--- src/rtl/mem_arb_pkg.sv ---
// mem_arb_pkg: shared types and constants for the CPU/debug memory arbiter.
package mem_arb_pkg;

    // Which requester owns the memory port in the current cycle.
    typedef enum logic [1:0] {
        REQ_NONE = 2'd0,
        REQ_CPU  = 2'd1,
        REQ_DBG  = 2'd2
    } requester_t;

    // Data memory depth in 32-bit words.
    localparam int MEM_WORDS   = 32;
    // Highest byte-address bit that selects a word inside the memory.
    localparam int MEM_ADDR_HI = 6;

    // A byte address hits the memory only when every bit above the word
    // index is zero; the two low bits are ignored (word access only).
    function automatic logic addr_in_range(input logic [31:0] addr);
        return (addr[31:MEM_ADDR_HI+1] == '0);
    endfunction

endpackage

--- src/rtl/mem_arbiter_if.sv ---
// mem_arbiter_if: groups both requester ports and the memory port.
// The slave modport is the arbiter; the master modport is the
// requesters plus the memory model on the other side.
interface mem_arbiter_if;

    // CPU load/store port
    logic        cpu_req;
    logic        cpu_we;
    logic [31:0] cpu_addr;
    logic [31:0] cpu_wdata;
    logic        cpu_gnt;
    logic        cpu_stall;
    logic        cpu_rvalid;
    logic [31:0] cpu_rdata;
    logic        cpu_rerr;

    // Debug/loader port
    logic        dbg_req;
    logic        dbg_we;
    logic [31:0] dbg_addr;
    logic [31:0] dbg_wdata;
    logic        dbg_gnt;
    logic        dbg_rvalid;
    logic [31:0] dbg_rdata;
    logic        dbg_rerr;

    // Shared memory port
    logic [31:0] mem_addr;
    logic [31:0] mem_wdata;
    logic        mem_we;
    logic [31:0] mem_rdata;

    modport slave (
        input  cpu_req, cpu_we, cpu_addr, cpu_wdata,
        output cpu_gnt, cpu_stall, cpu_rvalid, cpu_rdata, cpu_rerr,
        input  dbg_req, dbg_we, dbg_addr, dbg_wdata,
        output dbg_gnt, dbg_rvalid, dbg_rdata, dbg_rerr,
        output mem_addr, mem_wdata, mem_we,
        input  mem_rdata
    );

    modport master (
        output cpu_req, cpu_we, cpu_addr, cpu_wdata,
        input  cpu_gnt, cpu_stall, cpu_rvalid, cpu_rdata, cpu_rerr,
        output dbg_req, dbg_we, dbg_addr, dbg_wdata,
        input  dbg_gnt, dbg_rvalid, dbg_rdata, dbg_rerr,
        input  mem_addr, mem_wdata, mem_we,
        output mem_rdata
    );

endinterface

--- src/rtl/mem_arb_starve_counter.sv ---
// mem_arb_starve_counter: counts consecutive denied debug cycles and
// flags when the debug port must be force-granted. Saturates at the limit.
module mem_arb_starve_counter #(
    parameter int unsigned STARVE_LIMIT = 4
) (
    input  logic clk,
    input  logic reset,
    input  logic inc_i,
    input  logic clr_i,
    output logic at_limit_o
);

    localparam logic [3:0] LIMIT = 4'(STARVE_LIMIT);

    logic [3:0] cnt_q;
    logic [3:0] cnt_d;

    // Next count: clear wins over increment, increment stops at the limit.
    always_comb begin
        cnt_d = cnt_q;
        if (clr_i) begin
            cnt_d = 4'd0;
        end else if (inc_i && (cnt_q < LIMIT)) begin
            cnt_d = cnt_q + 4'd1;
        end
    end

    // Counter register.
    always_ff @(posedge clk) begin
        if (reset) begin
            cnt_q <= 4'd0;
        end else begin
            cnt_q <= cnt_d;
        end
    end

    assign at_limit_o = (cnt_q == LIMIT);

endmodule

--- src/rtl/mem_arbiter.sv ---
// mem_arbiter: two-requester arbiter (CPU, debug) for the 32-word data
// memory. Zero-latency grant, registered response one cycle later.
// Build option MEM_ARB_ROUND_ROBIN_EN: replaces CPU priority plus the
// starvation counter with alternating winners on conflict cycles.
module mem_arbiter
    import mem_arb_pkg::*;
#(
    parameter int unsigned STARVE_LIMIT = 4
) (
    input  logic          clk,
    input  logic          reset,
    mem_arbiter_if.slave  bus
);

    requester_t  winner;
    logic        conflict;
    logic        dbg_wins_conflict;
    logic        cpu_gnt;
    logic        dbg_gnt;
    logic        sel_we;
    logic [31:0] sel_addr;
    logic [31:0] sel_wdata;
    logic        in_range;

    logic        cpu_rvalid_q, cpu_rvalid_d;
    logic [31:0] cpu_rdata_q,  cpu_rdata_d;
    logic        cpu_rerr_q,   cpu_rerr_d;
    logic        dbg_rvalid_q, dbg_rvalid_d;
    logic [31:0] dbg_rdata_q,  dbg_rdata_d;
    logic        dbg_rerr_q,   dbg_rerr_d;

    assign conflict = bus.cpu_req & bus.dbg_req;

`ifdef MEM_ARB_ROUND_ROBIN_EN
    // 1 = debug won the most recent conflict, so the CPU wins the next.
    // Reset value of 1 hands the first conflict to the CPU.
    logic last_winner_q;
    logic last_winner_d;

    // Only conflict cycles move the round-robin pointer.
    always_comb begin
        last_winner_d = last_winner_q;
        if (conflict && !reset) begin
            last_winner_d = dbg_gnt;
        end
    end

    // Round-robin pointer register.
    always_ff @(posedge clk) begin
        if (reset) begin
            last_winner_q <= 1'b1;
        end else begin
            last_winner_q <= last_winner_d;
        end
    end

    assign dbg_wins_conflict = ~last_winner_q;
`else
    logic at_limit;

    // Debug starves only while it asks and loses; any debug grant or
    // withdrawn request restarts the count.
    mem_arb_starve_counter #(
        .STARVE_LIMIT (STARVE_LIMIT)
    ) u_starve (
        .clk        (clk),
        .reset      (reset),
        .inc_i      (bus.dbg_req & ~dbg_gnt),
        .clr_i      (dbg_gnt | ~bus.dbg_req),
        .at_limit_o (at_limit)
    );

    assign dbg_wins_conflict = at_limit;
`endif

    // Pick the winner; nobody is granted while reset is held.
    always_comb begin
        winner = REQ_NONE;
        if (!reset) begin
            if (conflict) begin
                winner = dbg_wins_conflict ? REQ_DBG : REQ_CPU;
            end else if (bus.cpu_req) begin
                winner = REQ_CPU;
            end else if (bus.dbg_req) begin
                winner = REQ_DBG;
            end
        end
    end

    assign cpu_gnt       = (winner == REQ_CPU);
    assign dbg_gnt       = (winner == REQ_DBG);
    assign bus.cpu_gnt   = cpu_gnt;
    assign bus.dbg_gnt   = dbg_gnt;
    assign bus.cpu_stall = bus.cpu_req & ~cpu_gnt & ~reset;

    // Memory port follows the debug side only when debug wins; otherwise
    // it idles on the CPU side so the CPU path stays short.
    always_comb begin
        sel_addr  = bus.cpu_addr;
        sel_wdata = bus.cpu_wdata;
        sel_we    = bus.cpu_we;
        if (dbg_gnt) begin
            sel_addr  = bus.dbg_addr;
            sel_wdata = bus.dbg_wdata;
            sel_we    = bus.dbg_we;
        end
    end

    assign in_range      = addr_in_range(sel_addr);
    assign bus.mem_addr  = sel_addr;
    assign bus.mem_wdata = sel_wdata;
    assign bus.mem_we    = (cpu_gnt | dbg_gnt) & sel_we & in_range;

    // Response captured at the granting edge; writes and out-of-range
    // accesses return zero data.
    always_comb begin
        cpu_rvalid_d = cpu_gnt;
        cpu_rerr_d   = cpu_gnt & ~in_range;
        cpu_rdata_d  = (cpu_gnt & ~sel_we & in_range) ? bus.mem_rdata : 32'd0;
        dbg_rvalid_d = dbg_gnt;
        dbg_rerr_d   = dbg_gnt & ~in_range;
        dbg_rdata_d  = (dbg_gnt & ~sel_we & in_range) ? bus.mem_rdata : 32'd0;
    end

    // Response registers.
    always_ff @(posedge clk) begin
        if (reset) begin
            cpu_rvalid_q <= 1'b0;
            cpu_rdata_q  <= 32'd0;
            cpu_rerr_q   <= 1'b0;
            dbg_rvalid_q <= 1'b0;
            dbg_rdata_q  <= 32'd0;
            dbg_rerr_q   <= 1'b0;
        end else begin
            cpu_rvalid_q <= cpu_rvalid_d;
            cpu_rdata_q  <= cpu_rdata_d;
            cpu_rerr_q   <= cpu_rerr_d;
            dbg_rvalid_q <= dbg_rvalid_d;
            dbg_rdata_q  <= dbg_rdata_d;
            dbg_rerr_q   <= dbg_rerr_d;
        end
    end

    assign bus.cpu_rvalid = cpu_rvalid_q;
    assign bus.cpu_rdata  = cpu_rdata_q;
    assign bus.cpu_rerr   = cpu_rerr_q;
    assign bus.dbg_rvalid = dbg_rvalid_q;
    assign bus.dbg_rdata  = dbg_rdata_q;
    assign bus.dbg_rerr   = dbg_rerr_q;

endmodule

--- src/flat_wrapper.sv ---
// flat-port wrapper written by rule: the top's interface ports become plain ports
module mem_arbiter_flat import mem_arb_pkg::*;
#(
    parameter int unsigned STARVE_LIMIT = 4
)
  (clk, reset, bus_cpu_req, bus_cpu_we, bus_cpu_addr, bus_cpu_wdata, bus_cpu_gnt, bus_cpu_stall, bus_cpu_rvalid, bus_cpu_rdata, bus_cpu_rerr, bus_dbg_req, bus_dbg_we, bus_dbg_addr, bus_dbg_wdata, bus_dbg_gnt, bus_dbg_rvalid, bus_dbg_rdata, bus_dbg_rerr, bus_mem_addr, bus_mem_wdata, bus_mem_we, bus_mem_rdata);
  mem_arbiter_if bus_i ();
  input  logic clk;
  input  logic reset;
  input wire logic [$bits(bus_i.cpu_req)-1:0] bus_cpu_req;
  input wire logic [$bits(bus_i.cpu_we)-1:0] bus_cpu_we;
  input wire logic [$bits(bus_i.cpu_addr)-1:0] bus_cpu_addr;
  input wire logic [$bits(bus_i.cpu_wdata)-1:0] bus_cpu_wdata;
  output wire logic [$bits(bus_i.cpu_gnt)-1:0] bus_cpu_gnt;
  output wire logic [$bits(bus_i.cpu_stall)-1:0] bus_cpu_stall;
  output wire logic [$bits(bus_i.cpu_rvalid)-1:0] bus_cpu_rvalid;
  output wire logic [$bits(bus_i.cpu_rdata)-1:0] bus_cpu_rdata;
  output wire logic [$bits(bus_i.cpu_rerr)-1:0] bus_cpu_rerr;
  input wire logic [$bits(bus_i.dbg_req)-1:0] bus_dbg_req;
  input wire logic [$bits(bus_i.dbg_we)-1:0] bus_dbg_we;
  input wire logic [$bits(bus_i.dbg_addr)-1:0] bus_dbg_addr;
  input wire logic [$bits(bus_i.dbg_wdata)-1:0] bus_dbg_wdata;
  output wire logic [$bits(bus_i.dbg_gnt)-1:0] bus_dbg_gnt;
  output wire logic [$bits(bus_i.dbg_rvalid)-1:0] bus_dbg_rvalid;
  output wire logic [$bits(bus_i.dbg_rdata)-1:0] bus_dbg_rdata;
  output wire logic [$bits(bus_i.dbg_rerr)-1:0] bus_dbg_rerr;
  output wire logic [$bits(bus_i.mem_addr)-1:0] bus_mem_addr;
  output wire logic [$bits(bus_i.mem_wdata)-1:0] bus_mem_wdata;
  output wire logic [$bits(bus_i.mem_we)-1:0] bus_mem_we;
  input wire logic [$bits(bus_i.mem_rdata)-1:0] bus_mem_rdata;
  assign bus_i.cpu_req = bus_cpu_req;
  assign bus_i.cpu_we = bus_cpu_we;
  assign bus_i.cpu_addr = bus_cpu_addr;
  assign bus_i.cpu_wdata = bus_cpu_wdata;
  assign bus_cpu_gnt = bus_i.cpu_gnt;
  assign bus_cpu_stall = bus_i.cpu_stall;
  assign bus_cpu_rvalid = bus_i.cpu_rvalid;
  assign bus_cpu_rdata = bus_i.cpu_rdata;
  assign bus_cpu_rerr = bus_i.cpu_rerr;
  assign bus_i.dbg_req = bus_dbg_req;
  assign bus_i.dbg_we = bus_dbg_we;
  assign bus_i.dbg_addr = bus_dbg_addr;
  assign bus_i.dbg_wdata = bus_dbg_wdata;
  assign bus_dbg_gnt = bus_i.dbg_gnt;
  assign bus_dbg_rvalid = bus_i.dbg_rvalid;
  assign bus_dbg_rdata = bus_i.dbg_rdata;
  assign bus_dbg_rerr = bus_i.dbg_rerr;
  assign bus_mem_addr = bus_i.mem_addr;
  assign bus_mem_wdata = bus_i.mem_wdata;
  assign bus_mem_we = bus_i.mem_we;
  assign bus_i.mem_rdata = bus_mem_rdata;
  mem_arbiter #(.STARVE_LIMIT(STARVE_LIMIT)) u_core (.clk(clk), .reset(reset), .bus(bus_i));
endmodule
--- config.mk ---
export PLATFORM = sky130hd
export DESIGN_NAME = mem_arbiter_flat
export DESIGN_NICKNAME = d
export VERILOG_FILES = /design/src/rtl/mem_arb_pkg.sv /design/src/rtl/mem_arbiter_if.sv /design/src/rtl/mem_arb_starve_counter.sv /design/src/rtl/mem_arbiter.sv /design/src/flat_wrapper.sv
export SDC_FILE = /design/constraint.sdc
export NUM_CORES = 1
export LEC_CHECK = 0
export CAP_MARGIN = 5
export CORE_AREA = 2 2 119 121
export DETAILED_ROUTE_END_ITERATION = 16
export DIE_AREA = 0 0 121 123
export PLACE_DENSITY_LB_ADDON = 0.3
export SYNTH_ARGS = -nofsm -noshare
export SYNTH_HDL_FRONTEND = slang
export SYNTH_SLANG_ARGS = --single-unit
--- constraint.sdc ---
create_clock -name clk -period 5.1 [get_ports clk]
set_input_delay 1.53 -clock clk [delete_from_list [all_inputs] [get_ports clk]]
set_output_delay 1.53 -clock clk [all_outputs]
set_load 0.005 [all_outputs]
==> results of run 1 <==
## flip-flops by register name (all words and copies together), names as in the netlist
register,flops
u_core.bus.cpu_rdata,32
u_core.bus.cpu_rerr,1
u_core.bus.cpu_rvalid,1
u_core.bus.dbg_rdata,32
u_core.bus.dbg_rerr,1
u_core.bus.dbg_rvalid,1
u_core.u_starve.cnt_q,4
## per-layer routing
layer | vias up | GRT usage (%) | wire length [um]
li1 | 1679 | - | -
met4 | 0 | 7.56 | 406
met3 | 27 | 5.58 | 1240
met5 | - | 0 | 0
met1 | 1633 | 21.8 | 5690
met2 | 191 | 31.7 | 7090
## power breakdown
group / internal (uW) / total [uW] / switching (uW) / leakage, uW
combinational: 225 / 326 / 101 / 0.00198
clock: 456 / 684 / 229 / 0.000159
sequential: 564 / 565 / 0.981 / 0.000580
total: 1250 / 1580 / 330 / 0.00272
## path summary, 6_finish.rpt
path | endpoint | cells after the start | startpoint
worst max register to register | u_core.bus.cpu_rdata[10] | 13 | u_core.u_starve.cnt_q[0]
worst min-delay path | u_core.u_starve.cnt_q[1] | 2 | u_core.u_starve.cnt_q[1]
worst max-delay path | bus_mem_we | 12 | reset
worst min register to register | u_core.u_starve.cnt_q[1] | 2 | u_core.u_starve.cnt_q[1]
## cell usage after synthesis (all sizes together)
master / count / area [um2]
and3: 1 / 6.26
ha: 4 / 50.1
dfxtp: 72 / 1440
or2: 1 / 6.26
o21bai: 1 / 7.51
buf: 6 / 61.3
xnor2: 1 / 8.76
nor2: 7 / 26.3
nand2: 1 / 3.75
nor3b: 2 / 20.0
nand3: 3 / 15.0
nor4b: 2 / 17.5
nand4: 2 / 12.5
nor2b: 4 / 25.0
and4: 32 / 280
mux2: 64 / 724
o21ai: 1 / 5.00
and4b: 32 / 320
a21o: 1 / 7.51
nand2b: 2 / 12.5
inv: 5 / 18.8
clkbuf: 21 / 81.3
nor4: 6 / 37.5
a21oi: 3 / 15.0
mux2i: 1 / 10.0
a221oi: 1 / 15.0
nor3: 5 / 25.0
## worst min-delay path: stages, from the launching register on
cell	delay [ns]
dfxtp_1	0.32
o21ai_0	0.07
a21oi_1	0.06
## repair_timing
item	CTS	global route
pin swaps	6	1
setup endpoints to repair	63	47
gates resized for setup	37	1
setup buffers	4	0
hold endpoints to repair	0	0
## kinds of logic after synthesis
logic type	synth area share (%)
multiplexers	22.6
AO/OA/AOI/OAI	1.54
XOR/XNOR	0.269
AND/OR/NAND/NOR	24.8
flip-flops	44.3
buffers and inverters	4.96
adder cells (fa/ha/maj)	1.54
## final cells by class
class                      instances  area [um2]  area share [%]
clock inverter                     4        76.3            1.09
sequential                        72        1440            20.6
clock buffer                      12         256            3.66
inverter                           5        18.8           0.268
timing repair buffer             326        3220            45.9
tap                              180         225            3.21
multi-input combinational        177        1770            25.3
## metrics by stage
stage               hold WS (ns)  total power, uW  TNS [ns]  util [%]
finish                     0.494             1580         0      51.5
global route               0.515             1630   -0.0224      51.5
CTS                        0.495             1590         0      51.5
detailed placement         0.488              895    -21.71      48.0
global placement           0.481              894    -20.03      48.0
floorplan                  0.468              651         0         -
==> impl_metrics.toml, run 1 <==
[status]
outcome = "finished clean"

[final_layout]
layout_common_cells = "clkdlybuf4s50_1 (297), dfxtp_1 (72), mux2_2 (63)"
n_antenna_cell = 0
final_common_cell = "clkdlybuf4s50_1"
final_cells = 776
fin_area_um2 = 7010
drive_gt1_share_pct = 21.0
layout-area-overhead-vs-synth_pct = 115
final_net_count = 761
fillers = 1205

[clocking]
clockBufferDepth = 2
cts_inserted_buffers = 9
cts.sinks = 72
cts_tree = "yes"
clk_latency_ns = 0.33
clkTransAtPathRegs_ns = 0.05
cts_max_level = 3
cts_root_buf = "clkbuf_16"
cts_hold_buffers = 0

[global_route]
antenna_found_initial = 0
grt_pass1_wl_um = 20700
grtUsageTotal_pct = 18.6
grt_start_max_net_pins = 67
grt_pass1_vias = 3644
grt_overflow = 0

[worst_setup_path]
cp_cell_sequence = "buf_2 > nand2b_4 > a21o_1 > inv_2 > ha_4 > buf_12 > mux2_4 > o21bai_4 > a221oi_4 > buf_6 > nor3b_2 > buf_2"
crit_family = "buffers and inverters"
slowest_delay_ns = 0.29
path_max_fanout = 5
rrSetupSlack_ns = 2.07
critPathCaptureType = "output port"
path_buf_inv = 5
cp.required_ns = 3.57
crit_path_start_kind = "primary input"
worstPathArrival_ns = 3.49
cpMaxStageDelayCell = "mux2_4"
cp_common_cell = "buf_2"
worstSetupPathType = "primary input to output port"

[route]
num_vias = 3530
ant_nets = 0
wl_per_cell_um = 18.6
wirelength_um = 14400
firstDrtPassIters = 4
avgViaCountPerCell = 4.55
dr.first_iter.drc_count = 216
remaining_drc_errors = 0

[floorplanning]
start_util_pct = 23.9
core_um2 = 13600
die_height_um = 123
die_w_um = 121
dieArea_um2 = 14900
io_pins = 302
num_rows = 43

[power]
vdd_drop_max_mv = 0.123
powerDensity_nw_per_um2 = 225
static-leakage-power_uw = 0.00272

[sta]
finalHoldViolCount = 0
relSlewSlack_pct = 66.7
worst_pin_slew_ns = 0.500
fin_crit_sh_pct = 98.5
skew_ns = 0.00611
min_period_ns = 5.02
maxSlewViolCount = 0
fmax_mhz = 199
timing.final.ws_setup_ns = 0.0777
rsz0062_at_grt = "yes"
setup_viol = 0

[logic_synthesis]
synth_cell_types = 31
synth_area_per_cell_um2 = 11.6
synth_seq_cells = 72
synth_nets = 451
netlist_area_um2 = 3250
synth_cells = 281
ys_seq_area_share_pct = 44.3
yosysWarningCount = 0

[placement]
detailed_place_hpwl_um = 11700
gp_congestion = 0.874
dp_cells = 756
preCtsSetupSlack_ns = -0.740
port-buffer-count = 301
place_area_um2 = 6540

[hold_path]
min_path_type = "flip-flop to flip-flop"

[run]
cap_viol_max_count = 0
No activity file was read; power rests on OpenSTA's default activity.
==> inputs of run 2 (changes only) <==
--- a/config.mk
+++ b/config.mk
@@ -9,7 +9,7 @@
 export CORE_AREA = 2 2 119 121
 export DETAILED_ROUTE_END_ITERATION = 16
 export DIE_AREA = 0 0 121 123
-export PLACE_DENSITY_LB_ADDON = 0.3
+export PLACE_DENSITY = 0.62
 export SYNTH_ARGS = -nofsm -noshare
 export SYNTH_HDL_FRONTEND = slang
 export SYNTH_SLANG_ARGS = --single-unit
==> run 2 against run 1 <==
  * Setup slack improved by 0.018 ns
  * Core utilization barely moved
  * Cell count fell by 0.77%
  * Critical path type unchanged
  * Highest routed layer is now met5
==> impl_metrics.toml, run 2 (synthesized netlist as in run 1, its figures left out) <==
[sta]
skew_ns = 0.00796
maxSlewViolCount = 0
min_period_ns = 5.00
fmax_mhz = 200
fin_crit_sh_pct = 98.1
relSlewSlack_pct = 65.4
worst_pin_slew_ns = 0.518
finalHoldViolCount = 0
setup_viol = 0

[power]
powerDensity_nw_per_um2 = 232
static-leakage-power_uw = 0.00270
power_frac_comb_pct = 20.2
power.switching_uw = 342
p_clk_share_pct = 44.9
vdd_drop_max_mv = 0.172
p_int_uw = 1280
sequentialPowerShare_pct = 34.8
switching_share_pct = 21.0

[worst_setup_path]
critPathCaptureType = "output port"
r2r-start = "u_core.u_starve.cnt_q[0]"
cp.required_ns = 3.57
rrSetupSlack_ns = 2.10
worstSetupPathType = "primary input to output port"
cp_cell_sequence = "clkdlybuf4s15_1 > nand2b_4 > a21o_1 > inv_2 > ha_4 > buf_12 > mux2_4 > o21bai_2 > a221oi_4 > nor3b_2 > buf_2"
slowest_delay_ns = 0.31
cpMaxStageDelayCell = "mux2_4"
crit_path_start_kind = "primary input"
path_max_fanout = 5
ff2ff_path_depth = 12
timing.rr.end = "u_core.bus.cpu_rdata[1]"
worstPathArrival_ns = 3.47

[route]
num_vias = 3513
avgViaCountPerCell = 4.56
ant_nets = 0
wirelength_um = 15300
dr.first_iter.drc_count = 174
firstDrtPassIters = 4
remaining_drc_errors = 0
wl_per_cell_um = 19.9

[global_route]
grt_overflow = 0
grt_pass1_vias = 3633
grt_pass1_wl_um = 21700
grtUsageTotal_pct = 19.7
antenna_found_initial = 3
grt_start_max_net_pins = 67

[clocking]
cts_max_level = 3
clockBufferDepth = 2
cts_tree = "yes"
cts_hold_buffers = 0
cts_inserted_buffers = 9
clkTransAtPathRegs_ns = 0.06
clk_latency_ns = 0.32
cts.sinks = 72
cts_root_buf = "clkbuf_16"

[final_layout]
layout-area-overhead-vs-synth_pct = 115
final_net_count = 753
final_cells = 770
final_common_cell = "clkdlybuf4s50_1"
drive_gt1_share_pct = 20.2
fin_area_um2 = 7010
layout_common_cells = "clkdlybuf4s50_1 (297), dfxtp_1 (72), mux2_2 (63)"

[hold_path]
min_path_type = "flip-flop to flip-flop"
hold_depth = 2
min_to = "u_core.u_starve.cnt_q[1]"
holdCritStartpoint = "u_core.u_starve.cnt_q[1]"

[floorplanning]
die_w_um = 121
dieArea_um2 = 14900
io_pins = 302
start_util_pct = 23.9
num_rows = 43
core_um2 = 13600
die_height_um = 123

[placement]
dp_cells = 749
port-buffer-count = 301
detailed_place_hpwl_um = 12300
place_area_um2 = 6490
gp_congestion = 0.915

[run]
cap_viol_max_count = 0

[status]
outcome = "finished clean"
[run 2: per-stage QoR]
stage | worst slack (ns) | hold slack (ns) | setup TNS [ns] | power, uW | utilization, %
6_report | 0.0952 | 0.500 | 0 | 1620 | 51.5
5_1_grt | -0.000647 | 0.548 | -0.000647 | 1680 | 51.5
4_1_cts | 0.0114 | 0.500 | 0 | 1630 | 51.2
3_5_place_dp | -0.727 | 0.489 | -25.63 | 895 | 47.7
3_3_place_gp | -0.636 | 0.478 | -24.85 | 896 | 47.7
2_1_floorplan | 0.161 | 0.468 | 0 | 651 | -
[run 2: metal layers]
layer  wire (um)  track usage [%]  up-vias
li1            -                -     1677
met3        1140             5.44       17
met1        6040             22.6     1644
met5          13                0        -
met4         218             5.60        2
met2        7890             35.8      173
[run 2: power groups by stage]
stage	sequential, uW	clock (uW)	combinational [uW]
3_5_place_dp	578	0	317
2_1_floorplan	578	0	73.2
4_1_cts	565	739	328
6_report	565	730	328
3_3_place_gp	578	0	318
5_1_grt	565	768	346
[run 2: area by class of cell]
cell class | count | area (um2)
antenna | 2 | 5.00
clock buffer | 10 | 239
clock inverter | 6 | 115
fill | 1197 | 6600
inverter | 5 | 18.8
multi-input combinational | 177 | 1780
sequential | 72 | 1440
tap | 180 | 225
timing repair buffer | 318 | 3190
[run 2: worst max-delay path, delay by kind of cell]
kind | cells | cell delay [ns]
compound gates | 3 | 0.60
mux | 1 | 0.31
fa+ha+maj | 1 | 0.14
simple gates | 2 | 0.27
buf+inv | 4 | 0.62
[run 2: how the worst max path moves through the flow]
stage | cells past startpoint | slack (ns) | start | endpoint
finish | 11 | 0.1 | bus_dbg_req | bus_mem_we
global route | 11 | -0.0006 | bus_dbg_req | bus_mem_we
CTS | 11 | 0.01 | reset | bus_mem_we
detailed placement | 10 | -0.73 | reset | bus_mem_we
global placement | 10 | -0.64 | reset | bus_mem_we
floorplan | 11 | 0.16 | reset | bus_mem_we
[run 2: what timing repair did]
item | in CTS | in global routing
gates resized for setup | 24 | 13
setup endpoints to repair | 63 | 3
gates cloned | 1 | 0
setup buffers | 2 | 0
pin swaps | 6 | 5
==> inputs of run 3 (changes only) <==
--- a/config.mk
+++ b/config.mk
@@ -7,6 +7,7 @@
 export LEC_CHECK = 0
 export CAP_MARGIN = 5
 export CORE_AREA = 2 2 119 121
+export CTS_CLUSTER_DIAMETER = 80
 export DETAILED_ROUTE_END_ITERATION = 16
 export DIE_AREA = 0 0 121 123
 export PLACE_DENSITY = 0.62
==> results of run 3 <==
The final DEF is identical to that of run 2; final timing and power are the same.
